$ cat src/rtl/spi_pkg.sv
// spi_pkg: shared constants and state type for the SPI write-only register file
package spi_pkg;
    localparam int FRAME_BITS = 16;
    localparam int NUM_REGS   = 5;
    localparam int ADDR_EN_OUT_7_0  = 0;
    localparam int ADDR_EN_OUT_15_8 = 1;
    localparam int ADDR_EN_PWM_7_0  = 2;
    localparam int ADDR_EN_PWM_15_8 = 3;
    localparam int ADDR_PWM_DUTY    = 4;
    typedef enum logic {IDLE, SHIFT} state_e;
endpackage

$ cat src/rtl/sync_ff.sv
// sync_ff: STAGES-deep flop chain bringing an asynchronous bit into clk
//   clk, rst_n : clock and async active-low reset (chain resets to RST_VAL)
//   d          : asynchronous input
//   q          : synchronised output
module sync_ff #(
    parameter int   STAGES  = 2,
    parameter logic RST_VAL = 1'b0
) (
    input  logic clk,
    input  logic rst_n,
    input  logic d,
    output logic q
);
    logic [STAGES-1:0] chain_q;

    always_ff @(posedge clk or negedge rst_n)
        if (!rst_n) chain_q <= {STAGES{RST_VAL}};
        else        chain_q <= {chain_q[STAGES-2:0], d};

    assign q = chain_q[STAGES-1];
endmodule

$ cat src/rtl/spi_peripheral.sv
// spi_peripheral: SPI mode-0 write-only register file feeding the PWM block
//   clk, rst_n      : system clock, async active-low reset
//   sclk, copi, ncs : asynchronous SPI pins (16-bit frames: R/W, addr[6:0], data[7:0])
//   en_reg_*, pwm_duty_cycle : registers 0x00..0x04
//   wr_pulse        : one-cycle strobe on each committed write
module spi_peripheral
    import spi_pkg::*;
#(
    parameter int SYNC_STAGES = 2,
    parameter int MAX_ADDR    = 4
) (
    input  logic       clk,
    input  logic       rst_n,
    input  logic       sclk,
    input  logic       copi,
    input  logic       ncs,
    output logic [7:0] en_reg_out_7_0,
    output logic [7:0] en_reg_out_15_8,
    output logic [7:0] en_reg_pwm_7_0,
    output logic [7:0] en_reg_pwm_15_8,
    output logic [7:0] pwm_duty_cycle,
    output logic       wr_pulse
);
    localparam logic [4:0] CNT_FULL = 5'(FRAME_BITS);
    localparam logic [4:0] CNT_SAT  = 5'(FRAME_BITS + 1);

    logic sclk_s, copi_s, ncs_s;
    logic sclk_prev_q, ncs_prev_q;
    state_e state_q, state_d;
    logic [4:0] cnt_q, cnt_d;
    logic [15:0] sr_q, sr_d;
    logic ovf_q, ovf_d;
    logic commit, wr_pulse_q;
    logic [7:0] regs_q [NUM_REGS];

    sync_ff #(.STAGES(SYNC_STAGES), .RST_VAL(1'b0)) u_sync_sclk (.clk(clk), .rst_n(rst_n), .d(sclk), .q(sclk_s));
    sync_ff #(.STAGES(SYNC_STAGES), .RST_VAL(1'b0)) u_sync_copi (.clk(clk), .rst_n(rst_n), .d(copi), .q(copi_s));
    sync_ff #(.STAGES(SYNC_STAGES), .RST_VAL(1'b1)) u_sync_ncs  (.clk(clk), .rst_n(rst_n), .d(ncs),  .q(ncs_s));

    wire sclk_rise = sclk_s & ~sclk_prev_q;
    wire ncs_fall  = ~ncs_s & ncs_prev_q;
    wire ncs_rise  = ncs_s & ~ncs_prev_q;
    wire [6:0] addr = sr_q[14:8];

    // ncs edges take priority over a coincident sclk edge: a rise commits the
    // bits already shifted, a fall (seen only in IDLE) restarts the frame.
    always_comb begin
        state_d = state_q;
        cnt_d   = cnt_q;
        sr_d    = sr_q;
        ovf_d   = ovf_q;
        commit  = 1'b0;
        if (state_q == IDLE) begin
            if (ncs_fall) begin
                state_d = SHIFT;
                cnt_d   = '0;
                sr_d    = '0;
                ovf_d   = 1'b0;
            end
        end else if (ncs_rise) begin
            state_d = IDLE;
            // Registers beyond NUM_REGS do not exist even if MAX_ADDR is raised.
            commit  = cnt_q == CNT_FULL && !ovf_q && sr_q[15]
                      && addr <= 7'(MAX_ADDR) && addr < 7'(NUM_REGS);
        end else if (sclk_rise) begin
            sr_d  = {sr_q[14:0], copi_s};
            cnt_d = (cnt_q == CNT_SAT) ? cnt_q : cnt_q + 5'd1;
            ovf_d = ovf_q | (cnt_d == CNT_SAT);
        end
    end

    always_ff @(posedge clk or negedge rst_n) begin
        if (!rst_n) begin
            sclk_prev_q <= 1'b0;
            ncs_prev_q  <= 1'b1;
            state_q     <= IDLE;
            cnt_q       <= '0;
            sr_q        <= '0;
            ovf_q       <= 1'b0;
            wr_pulse_q  <= 1'b0;
            for (int i = 0; i < NUM_REGS; i++) regs_q[i] <= '0;
        end else begin
            sclk_prev_q <= sclk_s;
            ncs_prev_q  <= ncs_s;
            state_q     <= state_d;
            cnt_q       <= cnt_d;
            sr_q        <= sr_d;
            ovf_q       <= ovf_d;
            wr_pulse_q  <= commit;
            for (int i = 0; i < NUM_REGS; i++)
                if (commit && addr == 7'(i)) regs_q[i] <= sr_q[7:0];
        end
    end

    assign en_reg_out_7_0  = regs_q[ADDR_EN_OUT_7_0];
    assign en_reg_out_15_8 = regs_q[ADDR_EN_OUT_15_8];
    assign en_reg_pwm_7_0  = regs_q[ADDR_EN_PWM_7_0];
    assign en_reg_pwm_15_8 = regs_q[ADDR_EN_PWM_15_8];
    assign pwm_duty_cycle  = regs_q[ADDR_PWM_DUTY];
    assign wr_pulse        = wr_pulse_q;
endmodule
$ cat config.mk
export PLATFORM = sky130hd
export DESIGN_NAME = spi_peripheral
export DESIGN_NICKNAME = d
export VERILOG_FILES = /design/src/rtl/spi_pkg.sv /design/src/rtl/sync_ff.sv /design/src/rtl/spi_peripheral.sv
export SDC_FILE = /design/constraint.sdc
export NUM_CORES = 1
export LEC_CHECK = 0
export ABC_AREA = 1
export BUFFER_PORTS_ARGS = -buffer_cell sky130_fd_sc_hd__buf_2
export CORE_AREA = 2 2 97 99
export CTS_BUF_LIST = sky130_fd_sc_hd__clkbuf_8
export CTS_CLUSTER_SIZE = 12
export DETAILED_ROUTE_END_ITERATION = 8
export DIE_AREA = 0 0 99 101
export GPL_TIMING_DRIVEN = 0
export SYNTH_ARGS = -nofsm -noshare
export SYNTH_HDL_FRONTEND = slang
export SYNTH_SLANG_ARGS = --single-unit
$ cat constraint.sdc
create_clock -name clk -period 2.2 [get_ports clk]
set_clock_uncertainty 0.1 [all_clocks]
set_input_delay 0.44 -clock clk [delete_from_list [all_inputs] [get_ports clk]]
set_output_delay 0.44 -clock clk [all_outputs]
set_load 0.01 [all_outputs]
== After elaboration in Yosys (flattened, before gate mapping) ==
Cells that the tools add are included.

* Word-level logic and storage cells: 65
* Output and inout bits: 41
* Register bits: 72
* Input bits: 5

* Add/subtract/negate cells: 1
* Magnitude comparators: 2
* Equal/unequal tests: 9
* Multiplexer cells: 18
* Reduce and logical (&&, ||, !) cells: 13
* Bitwise operators: 7

{| class="wikitable"
|+ Operators by type and width
! operator !! count
|-
| 16-bit 2-to-1 mux || 4
|-
| 5-bit 2-to-1 mux || 5
|-
| 5-bit == test (second input constant) || 3
|-
| 7-bit by 2-bit == test with 1-bit output (second input constant) || 2
|-
| 1-bit logical AND || 9
|-
| 1-bit 2-to-1 mux || 9
|-
| 7-bit by 1-bit == test with 1-bit output (second input constant) || 1
|-
| 7-bit by 3-bit == test with 1-bit output (second input constant) || 1
|-
| 7-bit by 3-bit <= comparator with 1-bit output (second input constant) || 1
|-
| 7-bit logical NOT || 1
|-
| 7-bit by 3-bit less-than comparator with 1-bit output (second input constant) || 1
|-
| 5-bit by 1-bit adder with 5-bit output (second input constant) || 1
|-
| 1-bit AND || 3
|-
| 1-bit NOT || 3
|-
| 3-bit AND reduction || 1
|-
| 2-bit by 1-bit inequality test with 1-bit output (second input constant) || 1
|-
| 2-bit inequality test (second input constant) || 1
|-
| 2-bit nonzero test || 1
|-
| 1-bit logical NOT || 1
|-
| 1-bit OR || 1
|}

== Depth between registers and ports, before layout ==
* Word-level depth: 8
* Mapped depth: 11
* Mapped depth without buffers: 11

== Cells and area by module ==
From an unflattened synthesis, not the netlist that was laid out.

* Cell total of the unflattened synthesis: 287
* Area, all modules: 2901.5 um^2

{| class="wikitable"
|+ Modules (own cells, without submodules)
! module !! times used !! cells each !! area each (um^2) !! seq. area each (um^2)
|-
| spi_peripheral || 1 || 281 || 2748.9 || 1652.8
|-
| sync_ff at u_sync_copi ... || 2 || 2 || 50.0 || 50.0
|-
| sync_ff at u_sync_ncs || 1 || 2 || 52.6 || 52.6
|}

== Worst setup path after synthesis ==
OpenSTA, ideal clock, no wires.

* Path type: register to register
* From: register cnt_q[0]
* To: register regs_q, in the netlist en_reg_out_15_8[5]
* Path buffers: 1
* Arrival: 1.524 ns
* Period minus slack after synthesis: 1.745 ns
* Setup time: 0.121 ns
* Stages on the path, launching flop included: 11
* Setup slack: 0.455 ns
* Data required time: 1.979 ns
* Path through: dfrtp_1 inv_1 ha_1 nand2_1 nor2_1 nand3_4 nor2_8 nand3_4 buf_6 nand2_1 o21ai_2

* Longest elaborated chain between the ends: 8

{| class="wikitable"
|+ Ends and longest elaborated chain
! what !! RTL line !! text
|-
| start, declared || spi_peripheral.sv:30 || <nowiki>logic [4:0] cnt_q, cnt_d;</nowiki>
|-
| start signal, assigned || spi_peripheral.sv:86 || <nowiki>cnt_q <= cnt_d;</nowiki>
|-
| 5-bit == test || spi_peripheral.sv:63 || <nowiki>commit = cnt_q == CNT_FULL && !ovf_q && sr_q[15]</nowiki>
|-
| 1-bit logical AND (2 in series) || spi_peripheral.sv:63 ||
|-
| 1-bit logical AND (2 in series) || spi_peripheral.sv:64 || <nowiki>&& addr <= 7'(MAX_ADDR) && addr < 7'(NUM_REGS);</nowiki>
|-
| 1-bit 2-to-1 mux || spi_peripheral.sv:60 || <nowiki>end else if (ncs_rise) begin</nowiki>
|-
| 1-bit 2-to-1 mux || spi_peripheral.sv:53 || <nowiki>if (state_q == IDLE) begin</nowiki>
|-
| 1-bit logical AND || spi_peripheral.sv:91 || <nowiki>if (commit && addr == 7'(i)) regs_q[i] <= sr_q[7:0];</nowiki>
|-
| end signal, assigned by index || spi_peripheral.sv:91 ||
|-
| end, declared || spi_peripheral.sv:34 || <nowiki>logic [7:0] regs_q [NUM_REGS];</nowiki>
|}

No other way between the ends.
A chain may end at the register's enable or synchronous reset.

== Worst setup path in the final report ==
* From: register cnt_q[0]
* To: register regs_q, in the netlist en_reg_pwm_15_8[6]

The elaborated chain is that of the path after synthesis.

==> reports/metrics.yaml <==
outcome:
  status: "finished clean"
timing:
  setup_slack_ns: 0.274
  finalSetupViolCount: 0
  max_slew_margin: 0.392
  fmax_ghz: 0.519
  setup_total_negative_slack_ns: 0
  fin_crit_ns: 1.93
  period_share: 0.875
  hold_viol_final: 0
  worst_slew_pin_slew_ns: 0.911
  final-max-slew-violation-count: 0
  rsz0062_at_grt: "false"
drt:
  viasPerCell: 4.60
  routed-wl-met2_um: 2890
  first_pass_iters: 4
  wl_met3_um: 297
  drtAntennaViolNets: 0
  wl_met1_um: 3060
  wl_um: 6290
  via_count: 2115
  drt_drc_violations_left: 0
  wl_per_cell_um: 13.7
  top_layer_used: "met4"
  drt_iter0_drc: 103
cts:
  post_cts_resized: 0
  htreeDepth: 3
  clkSinkCount: 72
  numCtsBuffers: 9
  tritoncts: "done"
  post_cts_buffers: 0
  hold_buffers: 0
  cts.path.max_buffers: 2
  clockRootBuffer: "clkbuf_8"
  clk_pin_slew_ns: 0.08
  clk-insertion-delay-late_ns: 0.33
global_route:
  grt.overflow.total: 0
  grt_pass1_wl_um: 10500
  antenna_found_initial: 0
  grt_max_degree: 73
  grt_pass1_vias: 2025
  track_usage: 0.135
floorplanning:
  core_sq_um: 8980
  die_h_um: 101
  die_w_um: 99
  start_util: 0.334
  dieArea_sq_um: 10000
  pin_count: 46
  fp-row-count: 35
setup_path:
  crit_type: "reg2reg"
  reg2regPathDepth: 10
  rrSetupSlack_ns: 0.27
  crit_chain: "inv_1 > ha_1 > nand2_1 > nor2_1 > nand3_4 > nor2_8 > nand3_4 > buf_6 > nand2_1 > o21ai_2"
  cp-start-kind: "flip-flop"
  worst_path_largest_cell_delay_ns: 0.44
  worstPathMaxFanout: 10
  endpoint_kind: "flip-flop"
  arrival_ns: 2.04
  critPathSlowestCell: "dfrtp_1"
  required_ns: 2.32
placement:
  post-place-ws_ns: 0.259
  dp_hpwl_um: 4230
  gp_congestion: 0.845
  portBuffers: 45
  placed_cell_area_sq_um: 3370
power:
  total_leakage_power_uw: 0.00170
  p_per_area_nw_per_um2: 722
  peakVddDrop_mv: 0.400
layout:
  layout.nets: 352
  nFillCells: 873
  final_util: 0.397
  syn2layout_area_growth_pct: 18.8
  antenna_cells: 0
  drive_above_1_share: 0.278
  fin_area_sq_um: 3570
logic_synthesis:
  ys.flop_type: "dfrtp_1"
  async_flop_share: 1.00
  synth.distinct_cells: 26
  yosysSeqAreaShare: 0.601
  yosysTopAreaCell: "dfrtp_1"
  syn_nets: 296
  netlist_instances: 288
  syn_area_per_cell_sq_um: 10.4
  synth_area_leaders: "dfrtp_1 57%, nand2_1 8.3%, o21ai_1 7.5%, nand3_4 4.1%, inv_1 3.4%"
  synth_warnings: 0
  synth_seq_cells: 72
  synth_edf_count: 0
  netlist_area_sq_um: 3000
  yosysTopAreaCellShare: 0.575
run:
  max_cap_violations: 0
min_path:
  hp-class: "in2reg"
  hold_depth: 1
cell usage after synthesis, types with 2 or more instances:
cell / n
nand3_4: 7
nand3_1: 17
o21ai_1: 45
dfstp_2: 3
o21ai_2: 8
o22ai_1: 8
nor2_4: 3
nand4_1: 3
buf_6: 5
ha_1: 3
dfrtp_1: 69
nor2_1: 4
inv_1: 27
nand2_1: 66
nor3_1: 4
and2_1: 2
buf_2: 4
inv_2: 2
critical path, delay by kind of cell, from the launching register on:
family / cells / cell delay [ns]
DFF: 1 / 0.44
AOI/OAI and AO/OA: 1 / 0.05
and+or+nand+nor: 6 / 0.75
adders and majority gates: 1 / 0.15
buffers and inverters: 2 / 0.31
final timing paths:
check / startpoint / to
min in group asynchronous: rst_n / cnt_q[3]$_DFFE_PN0P_
worst min register to register: u_sync_copi.chain_q[0]$_DFF_PN0_ / u_sync_copi.chain_q[1]$_DFF_PN0_
worst min-delay path: ncs / u_sync_ncs.chain_q[0]$_DFF_PN1_
worst max-delay path: cnt_q[0]$_DFFE_PN0P_ / en_reg_pwm_15_8[6]$_DFFE_PN0P_
max in group asynchronous: rst_n / sr_q[14]$_DFFE_PN0P_
worst max register to register: cnt_q[0]$_DFFE_PN0P_ / en_reg_pwm_15_8[6]$_DFFE_PN0P_
layout by cell type, fill, tap and decap left out, types with 4 or more instances in the layout:
cell type / synthesis / routed
nand3_1: 17 / 17
nor2_1: 4 / 4
o22ai_1: 8 / 8
nor3_1: 4 / 4
nand2_1: 66 / 66
o21ai_2: 8 / 8
o21ai_1: 45 / 45
clkbuf_8: 0 / 10
buf_2: 4 / 48
buf_6: 5 / 5
nand3_4: 7 / 7
inv_1: 27 / 28
dfrtp_1: 69 / 69
layer usage:
layer | vias to the layer above | GRT usage
li1 | 1062 | -
met1 | 1002 | 0.186
met2 | 46 | 0.211
met3 | 5 | 0.0374
met4 | 0 | 0.0348
met5 | - | 0
sequential cells by signal (all words and copies together), names as in the netlist:
| name | cells |
|---|---|
| cnt_q | 5 |
| en_reg_out_15_8 | 8 |
| en_reg_out_7_0 | 8 |
| en_reg_pwm_15_8 | 8 |
| en_reg_pwm_7_0 | 8 |
| ncs_prev_q | 1 |
| ovf_q | 1 |
| pwm_duty_cycle | 8 |
| sclk_prev_q | 1 |
| sr_q | 16 |
| state_q | 1 |
| u_sync_copi.chain_q | 2 |
| u_sync_ncs.chain_q | 2 |
| u_sync_sclk.chain_q | 2 |
| wr_pulse | 1 |
power breakdown:
group / internal (uW) / total (uW) / switching, uW
sequential: 1350 / 1370 / 17.2
clock: 548 / 1040 / 487
combinational: 45.1 / 175 / 130
total: 1940 / 2580 / 634
cells by family (layout without fill, tap and decap cells):
logic type / count (synthesis) / count (layout) / share of synthesized area
fa+ha+maj: 3 / 3 / 0.0125
compound gates: 63 / 63 / 0.122
buf+inv: 40 / 101 / 0.0654
simple gates: 109 / 109 / 0.196
flops: 72 / 72 / 0.601
xor+xnor: 1 / 1 / 0.00292
through the flow:
step	hold WS (ns)	power [uW]	cells
floorplan	0.0444	1500	288
global placement	0.239	1570	444
detailed placement	0.235	1570	444
CTS	0.0841	2610	460
global route	0.0785	2690	460
finish	0.0997	2580	460
area by class of cell:
class,instances,area (sq um),share of cell area
Sequential cell,72,1810,0.506
Multi-Input combinational cell,176,1000,0.281
Timing Repair Buffer,45,228,0.0638
Tap cell,111,139,0.0389
Clock buffer,10,138,0.0386
Inverter,29,109,0.0305
Buffer,11,87.6,0.0245
Clock inverter,6,61.3,0.0172
Note: power is estimated with default switching activity, not from simulation.
